==> src/rtl/fp16_pkg.sv <==
// Shared binary16 definitions for the fp16 arithmetic datapath (divider, multiplier).
// Field layout, special encodings, operand classes and the divider FSM states.
package fp16_pkg;

    localparam int EXP_W  = 5;
    localparam int MAN_W  = 10;
    localparam int BIAS   = 15;
    localparam int ITER   = MAN_W + 4;
    localparam int CNT_W  = $clog2(ITER);
    localparam int SEXP_W = EXP_W + 2;

    localparam logic [15:0] QNAN    = 16'h7E00;
    localparam logic [15:0] POS_INF = 16'h7C00;
    localparam logic [15:0] NEG_INF = 16'hFC00;

    typedef struct packed {
        logic             s;
        logic [EXP_W-1:0] e;
        logic [MAN_W-1:0] m;
    } fp16_t;

    typedef enum logic [1:0] {
        ZERO,
        NORM,
        INF,
        NAN
    } op_class_t;

    typedef enum logic [1:0] {
        ST_IDLE,
        ST_UNPACK,
        ST_DIVIDE,
        ST_ROUND
    } state_t;

endpackage

==> src/rtl/fp16_classify.sv <==
// Combinational unpack of one binary16 operand into class, sign, exponent and
// 11-bit significand; subnormals are flushed and reported as zero.
module fp16_classify
    import fp16_pkg::*;
(
    input  logic [15:0]      i_op,
    output logic [1:0]       o_cls,
    output logic             o_sign,
    output logic [EXP_W-1:0] o_exp,
    output logic [MAN_W:0]   o_sig
);

    fp16_t w_f;

    assign w_f    = i_op;
    assign o_sign = w_f.s;
    assign o_exp  = w_f.e;

    always_comb begin
        o_cls = NORM;
        o_sig = {1'b1, w_f.m};
        if (w_f.e == '0) begin
            // zero and subnormal share one class; the fraction is dropped
            o_cls = ZERO;
            o_sig = '0;
        end else if (w_f.e == '1) begin
            o_cls = (w_f.m == '0) ? INF : NAN;
        end
    end

endmodule

==> src/rtl/fp16_div_seq.sv <==
// Sequential binary16 divider: radix-2 restoring mantissa division, fixed latency,
// round to nearest even, no subnormal output. start/busy/done handshake.
module fp16_div_seq
    import fp16_pkg::*;
(
    input  logic        clk_44,
    input  logic        reset_44,
    input  logic        start_44,
    input  logic [15:0] divIn1_44,
    input  logic [15:0] divIn2_44,
    output logic [15:0] divOut_44,
    output logic        busy_44,
    output logic        d_o_44,
    output logic [1:0]  dbg_state_44
);

    localparam logic signed [SEXP_W-1:0] SE_ZERO = '0;
    localparam logic signed [SEXP_W-1:0] SE_ONE  = SEXP_W'(1);
    localparam logic signed [SEXP_W-1:0] SE_MAX  = SEXP_W'(31);
    localparam logic signed [SEXP_W-1:0] SE_BIAS = SEXP_W'(BIAS);
    localparam logic [CNT_W-1:0]         CNT_LAST = CNT_W'(ITER - 1);

    state_t r_state;
    state_t w_next;

    logic w_load;
    logic w_unpack;
    logic w_iter;
    logic w_finish;

    logic [15:0]              r_a;
    logic [15:0]              r_b;
    logic                     r_sign;
    logic signed [SEXP_W-1:0] r_exp;
    logic [MAN_W+1:0]         r_rem;
    logic [MAN_W:0]           r_mb;
    logic [ITER-1:0]          r_q;
    logic [CNT_W-1:0]         r_cnt;
    logic                     r_special;
    logic [15:0]              r_spec_val;
    logic [15:0]              r_out;
    logic                     r_done;

    logic [1:0]       w_cls_a;
    logic [1:0]       w_cls_b;
    logic             w_sign_a;
    logic             w_sign_b;
    logic [EXP_W-1:0] w_exp_a;
    logic [EXP_W-1:0] w_exp_b;
    logic [MAN_W:0]   w_sig_a;
    logic [MAN_W:0]   w_sig_b;

    fp16_classify u_cls_a (
        .i_op   (r_a),
        .o_cls  (w_cls_a),
        .o_sign (w_sign_a),
        .o_exp  (w_exp_a),
        .o_sig  (w_sig_a)
    );

    fp16_classify u_cls_b (
        .i_op   (r_b),
        .o_cls  (w_cls_b),
        .o_sign (w_sign_b),
        .o_exp  (w_exp_b),
        .o_sig  (w_sig_b)
    );

    // ---------------- FSM: state register ----------------
    always_ff @(posedge clk_44 or posedge reset_44) begin
        if (reset_44) begin
            r_state <= ST_IDLE;
        end else begin
            r_state <= w_next;
        end
    end

    // ---------------- FSM: next state ----------------
    always_comb begin
        w_next = r_state;
        case (r_state)
            ST_IDLE:   if (start_44) w_next = ST_UNPACK;
            ST_UNPACK: w_next = ST_DIVIDE;
            ST_DIVIDE: if (r_cnt == CNT_LAST) w_next = ST_ROUND;
            ST_ROUND:  w_next = ST_IDLE;
            default:   w_next = ST_IDLE;
        endcase
    end

    // ---------------- FSM: outputs / datapath enables ----------------
    always_comb begin
        w_load   = 1'b0;
        w_unpack = 1'b0;
        w_iter   = 1'b0;
        w_finish = 1'b0;
        busy_44  = (r_state != ST_IDLE);
        case (r_state)
            ST_IDLE:   w_load   = start_44;
            ST_UNPACK: w_unpack = 1'b1;
            ST_DIVIDE: w_iter   = 1'b1;
            ST_ROUND:  w_finish = 1'b1;
            default:   w_load   = 1'b0;
        endcase
    end

    assign dbg_state_44 = r_state;
    assign divOut_44    = r_out;
    assign d_o_44       = r_done;

    // ---------------- unpack: sign, exponent, special results ----------------
    logic                     w_sign;
    logic signed [SEXP_W-1:0] w_exp_diff;
    logic                     w_special;
    logic [15:0]              w_spec_val;

    assign w_sign     = w_sign_a ^ w_sign_b;
    assign w_exp_diff = $signed({2'b00, w_exp_a}) - $signed({2'b00, w_exp_b}) + SE_BIAS;

    always_comb begin
        w_special  = 1'b1;
        w_spec_val = QNAN;
        if (w_cls_a == NAN || w_cls_b == NAN ||
            (w_cls_a == ZERO && w_cls_b == ZERO) ||
            (w_cls_a == INF && w_cls_b == INF)) begin
            w_spec_val = QNAN;
        end else if (w_cls_a == INF || w_cls_b == ZERO) begin
            w_spec_val = w_sign ? NEG_INF : POS_INF;
        end else if (w_cls_a == ZERO || w_cls_b == INF) begin
            w_spec_val = {w_sign, 15'h0000};
        end else begin
            w_special = 1'b0;
        end
    end

    // ---------------- restoring divide step ----------------
    logic             w_ge;
    logic [MAN_W+1:0] w_diff;
    logic [MAN_W+1:0] w_rem_sel;
    logic [MAN_W+1:0] w_rem_next;

    assign w_ge       = (r_rem >= {1'b0, r_mb});
    assign w_diff     = r_rem - {1'b0, r_mb};
    assign w_rem_sel  = w_ge ? w_diff : r_rem;
    // the partial remainder is always below mb, so the shifted-out bit is zero
    assign w_rem_next = w_rem_sel << 1;

    // ---------------- normalise and round ----------------
    logic [ITER-1:0]          w_qn;
    logic signed [SEXP_W-1:0] w_exp_n;
    logic signed [SEXP_W-1:0] w_exp_r;
    logic [MAN_W:0]           w_mant;
    logic                     w_guard;
    logic                     w_sticky;
    logic                     w_up;
    logic [MAN_W+1:0]         w_sum;
    logic [MAN_W-1:0]         w_frac;
    logic [15:0]              w_result;

    always_comb begin
        if (r_q[ITER-1]) begin
            w_qn    = r_q;
            w_exp_n = r_exp;
        end else begin
            w_qn    = {r_q[ITER-2:0], 1'b0};
            w_exp_n = r_exp - SE_ONE;
        end
        w_mant   = w_qn[ITER-1 -: MAN_W+1];
        w_guard  = w_qn[2];
        w_sticky = w_qn[1] | w_qn[0] | (r_rem != '0);
        w_up     = w_guard & (w_sticky | w_mant[0]);
        w_sum    = {1'b0, w_mant} + {{(MAN_W+1){1'b0}}, w_up};
        // a carry out of the significand leaves 1.000... one binade higher
        if (w_sum[MAN_W+1]) begin
            w_exp_r = w_exp_n + SE_ONE;
            w_frac  = w_sum[MAN_W:1];
        end else begin
            w_exp_r = w_exp_n;
            w_frac  = w_sum[MAN_W-1:0];
        end

        if (r_special) begin
            w_result = r_spec_val;
        end else if (w_exp_r >= SE_MAX) begin
            w_result = r_sign ? NEG_INF : POS_INF;
        end else if (w_exp_r <= SE_ZERO) begin
            w_result = {r_sign, 15'h0000};
        end else begin
            w_result = {r_sign, w_exp_r[EXP_W-1:0], w_frac};
        end
    end

    // ---------------- datapath registers ----------------
    always_ff @(posedge clk_44 or posedge reset_44) begin
        if (reset_44) begin
            r_a        <= '0;
            r_b        <= '0;
            r_sign     <= 1'b0;
            r_exp      <= '0;
            r_rem      <= '0;
            r_mb       <= '0;
            r_q        <= '0;
            r_cnt      <= '0;
            r_special  <= 1'b0;
            r_spec_val <= '0;
            r_out      <= '0;
            r_done     <= 1'b0;
        end else begin
            r_done <= 1'b0;
            if (w_load) begin
                r_a <= divIn1_44;
                r_b <= divIn2_44;
            end
            if (w_unpack) begin
                r_sign     <= w_sign;
                r_exp      <= w_exp_diff;
                r_rem      <= {1'b0, w_sig_a};
                r_mb       <= w_sig_b;
                r_q        <= '0;
                r_cnt      <= '0;
                r_special  <= w_special;
                r_spec_val <= w_spec_val;
            end
            if (w_iter) begin
                r_rem <= w_rem_next;
                r_q   <= {r_q[ITER-2:0], w_ge};
                r_cnt <= r_cnt + CNT_W'(1);
            end
            if (w_finish) begin
                r_out  <= w_result;
                r_done <= 1'b1;
            end
        end
    end

endmodule

==> config.mk <==
export PLATFORM = sky130hd
export DESIGN_NAME = fp16_div_seq
export DESIGN_NICKNAME = d
export VERILOG_FILES = /design/src/rtl/fp16_pkg.sv /design/src/rtl/fp16_classify.sv /design/src/rtl/fp16_div_seq.sv
export SDC_FILE = /design/constraint.sdc
export NUM_CORES = 1
export LEC_CHECK = 0
export CAP_MARGIN = 5
export CORE_MARGIN = 2
export CORE_UTILIZATION = 59
export DETAILED_ROUTE_END_ITERATION = 8
export DONT_BUFFER_PORTS = 1
export GPL_ROUTABILITY_DRIVEN = 0
export PLACE_DENSITY = 0.75
export SLEW_MARGIN = 10
export SYNTH_ARGS = -nofsm -noshare
export SYNTH_HDL_FRONTEND = slang
export SYNTH_SLANG_ARGS = --single-unit
==> constraint.sdc <==
create_clock -name clk_44 -period 11.4 [get_ports clk_44]
set_input_delay 3.42 -clock clk_44 [delete_from_list [all_inputs] [get_ports clk_44]]
set_output_delay 3.42 -clock clk_44 [all_outputs]
set_load 0.005 [all_outputs]
==> out/qor.json <==
{
  "status": {
    "run_status": "completed"
  },
  "detailed_routing": {
    "final_antenna_net_count": 0,
    "routedWlPerCell_um": 17.3,
    "first_iter_violations": 233,
    "first_pass_iters": 5,
    "remaining_drc_errors": 0,
    "vias": 4397,
    "postRouteWirelength_mm": 12.4,
    "detail_route.vias_per_cell": 6.11
  },
  "floorplan": {
    "die_area_um2": 11000,
    "num_rows": 36,
    "fp.dieW_um": 105,
    "core_region_um2": 9820,
    "die_y_um": 105,
    "ioPinCount": 55,
    "starting_utilization_of_the_core_area_pct": 61.0
  },
  "setup_path": {
    "endpoint": "busy_44",
    "rrSetupSlack_ps": 7090,
    "worst_setup_path_startpoint": "dbg_state_44[0]",
    "critPathMaxFanout": 5,
    "required_time_at_the_endpoint_of_the_critical_path_ps": 7980,
    "endpoint_kind": "output pin",
    "worst_ep_arrival_time_ps": 1240,
    "start_kind": "flop",
    "r2r.worst_path.cells": 12,
    "r2r_end": "divOut_44[1]",
    "regToRegStartpoint": "r_q[13]",
    "worst-setup-path-type": "reg -> out"
  },
  "synthesis": {
    "syn-cell-area_um2": 5990,
    "cells_after_synthesis": 597,
    "synth_edf_count": 0,
    "postSynth.asyncResetShare_pct": 100,
    "yosysWarningCount": 0,
    "synth_seq_area_share_pct": 43.5,
    "postSynthNetCount": 662,
    "netlist-cell-type-count": 61,
    "synth_area_per_cell_um2": 10.0,
    "synth-seq-cells": 104,
    "synthFlopType": "sky130_fd_sc_hd__dfrtp_1"
  },
  "clock_tree": {
    "tritoncts": "built",
    "clk-insertion-delay-late_ps": 370,
    "post_cts.resized_instances": 0,
    "cts-hold-fix-buffers": 0,
    "clock-root-buffer": "sky130_fd_sc_hd__clkbuf_8",
    "clock_tree_buffer_depth": 2,
    "worst_setup_hold_path_clk_slew_ps": 90,
    "clock_sinks": 104,
    "cts_post_setup_buffers_inserted": 0,
    "cts-htree-levels": 3,
    "cts_made_buffers": 9
  },
  "timing": {
    "final_period_minus_worst_setup_slack_ps": 4660,
    "slew_headroom_pct": 27.2,
    "timing_hold_violations_final": 0,
    "grt_setup_unrepaired": "false",
    "final.period_utilization_pct": 40.9,
    "max_freq_mhz": 214,
    "worst-slew-pin-transition_ps": 1090,
    "fin_skew_ps": 8.71,
    "setup-tns-final_ps": 0,
    "final-max-slew-violation-count": 0,
    "timing.final.setup_violations": 0
  },
  "finish": {
    "postLayoutCellArea_um2": 6270,
    "num_antenna_cells": 0,
    "areaGrowthSynthToFinish_pct": 4.68,
    "highest_count_cells_in_the_layout_ignoring_fill_and_taps": "sky130_fd_sc_hd__dfrtp_1, sky130_fd_sc_hd__inv_1, sky130_fd_sc_hd__nand2_1",
    "layout.filler_cells": 883,
    "layout.cells.most_common": "sky130_fd_sc_hd__dfrtp_1",
    "design.final.nets": 647,
    "final_layout_size_suffix_gt1_share_pct": 11.9,
    "final_core_util_pct": 63.8
  },
  "global_routing": {
    "grt_pass1_wl_mm": 20.6,
    "grt_start_max_net_pins": 88,
    "globalRouteTotalUtil_pct": 23.3,
    "total_grt_overflow": 0,
    "vias_in_the_first_global_route": 4267,
    "antenna_found_initial": 0
  },
  "power": {
    "powerDensity_nw_per_um2": 315,
    "leak_pwr_nw": 2.69,
    "vdd_ir_drop_max_mv": 0.170
  },
  "placed_design": {
    "place.detailed.hpwl_mm": 8.99,
    "place.port_buffers": 0,
    "placed_cell_area_um2": 6070
  },
  "min_path": {
    "hold_class": "reg -> reg"
  },
  "flow_run": {
    "max_cap_violations": 0
  }
}
==> critical path: stages (launching register included) <==
cell and delay [ps]:
sky130_fd_sc_hd__dfrtp_1 450, sky130_fd_sc_hd__inv_1 120, sky130_fd_sc_hd__ha_1 220, sky130_fd_sc_hd__inv_1 80
==> cells in the mapped netlist (all sizes together), types with 3 or more instances <==
cell type	count	area, um2
nor3	8	45.0
nand2	43	161
nor4	7	50.1
a221o	5	50.1
xor2	14	123
a211oi	3	27.5
or4	5	41.3
buf	5	27.5
nor2	39	146
o21a	3	22.5
a22o	14	123
xnor2	23	201
mux2	41	462
a21oi	31	159
o2111ai	4	35.0
clkbuf	26	97.6
nor2b	4	25.0
nand4	11	68.8
inv	47	176
o21ai	20	100
a31oi	5	31.3
o41ai	3	26.3
ha	28	350
a21o	9	67.6
nand2b	3	18.8
mux2i	20	200
a22oi	3	22.5
o22ai	20	125
dfrtp	104	2600
nand3	15	75.1
nand4b	4	50.1
==> cell families (layout without fill, tap and decap cells) <==
kind of cell               after synthesis  after routing  synth area share (%)
muxes                                   61             61                  11.1
adders and majority gates               30             30                  6.52
and+or+nand+nor                        150            150                  12.8
buffers and inverters                   78             68                  5.04
DFF                                    104            104                  43.5
xor gates and xnor gates                37             37                  5.41
AOI/OAI and AO/OA                      137            137                  15.7
==> metal layers <==
layer	wire length (um)	share of wire [%]	up-vias	track usage, %
li1	-	-	2112	-
met1	5550	45	2170	30.9
met2	6130	49	107	38.2
met3	669	5.4	8	5.99
met4	77	0.62	0	6.19
met5	0	0	-	0
==> how the worst min path moves through the flow <==
stage / startpoint / endpoint / slack [ps] / cells after the start
finish: r_cnt[3] / r_cnt[3] / 500 / 1
global route: r_spec_val[15] / r_spec_val[15] / 520 / 2
CTS: r_cnt[3] / r_cnt[3] / 500 / 1
detailed placement: r_spec_val[15] / r_spec_val[15] / 480 / 2
global placement: r_spec_val[15] / r_spec_val[15] / 460 / 2
floorplan: r_spec_val[15] / r_spec_val[15] / 450 / 2
==> report_power, final <==
group | switching [mW] | internal, mW | leakage, nW | total, mW
registers | 0.127 | 0.513 | 1.29 | 0.640
clock network | 0.123 | 0.113 | 0.103 | 0.236
logic | 0.616 | 0.481 | 1.31 | 1.10
total | 0.865 | 1.11 | 2.69 | 1.97
==> metrics by stage <==
step | instances | setup slack, ps | hold slack (ps) | power, mW
after floorplan | 597 | 5250 | 451 | 1.50
after CTS | 720 | 6720 | 500 | 1.97
after detailed placement | 704 | 6760 | 481 | 1.73
after global routing | 720 | 6640 | 524 | 2.14
final | 720 | 6740 | 499 | 1.97
after global placement | 704 | 6800 | 465 | 1.68
==> registers in the layout, summed over array words and instances (netlist names) <==
register      count
r_special         1
r_mb             11
r_exp             7
r_cnt             4
r_spec_val        3
r_q              14
r_b              16
divOut_44        16
r_sign            1
r_rem            12
r_a              16
dbg_state_44      2
d_o_44            1
==> cell type report <==
class | instances | area (um2) | area share (%)
Clock buffer | 13 | 159 | 2.54
Inverter | 47 | 179 | 2.86
Clock inverter | 3 | 40.0 | 0.639
Multi-Input combinational cell | 415 | 3080 | 49.2
Sequential cell | 104 | 2600 | 41.5
Timing Repair Buffer | 5 | 37.5 | 0.599
Tap cell | 133 | 166 | 2.66
Power figures use the tool's default switching activity.
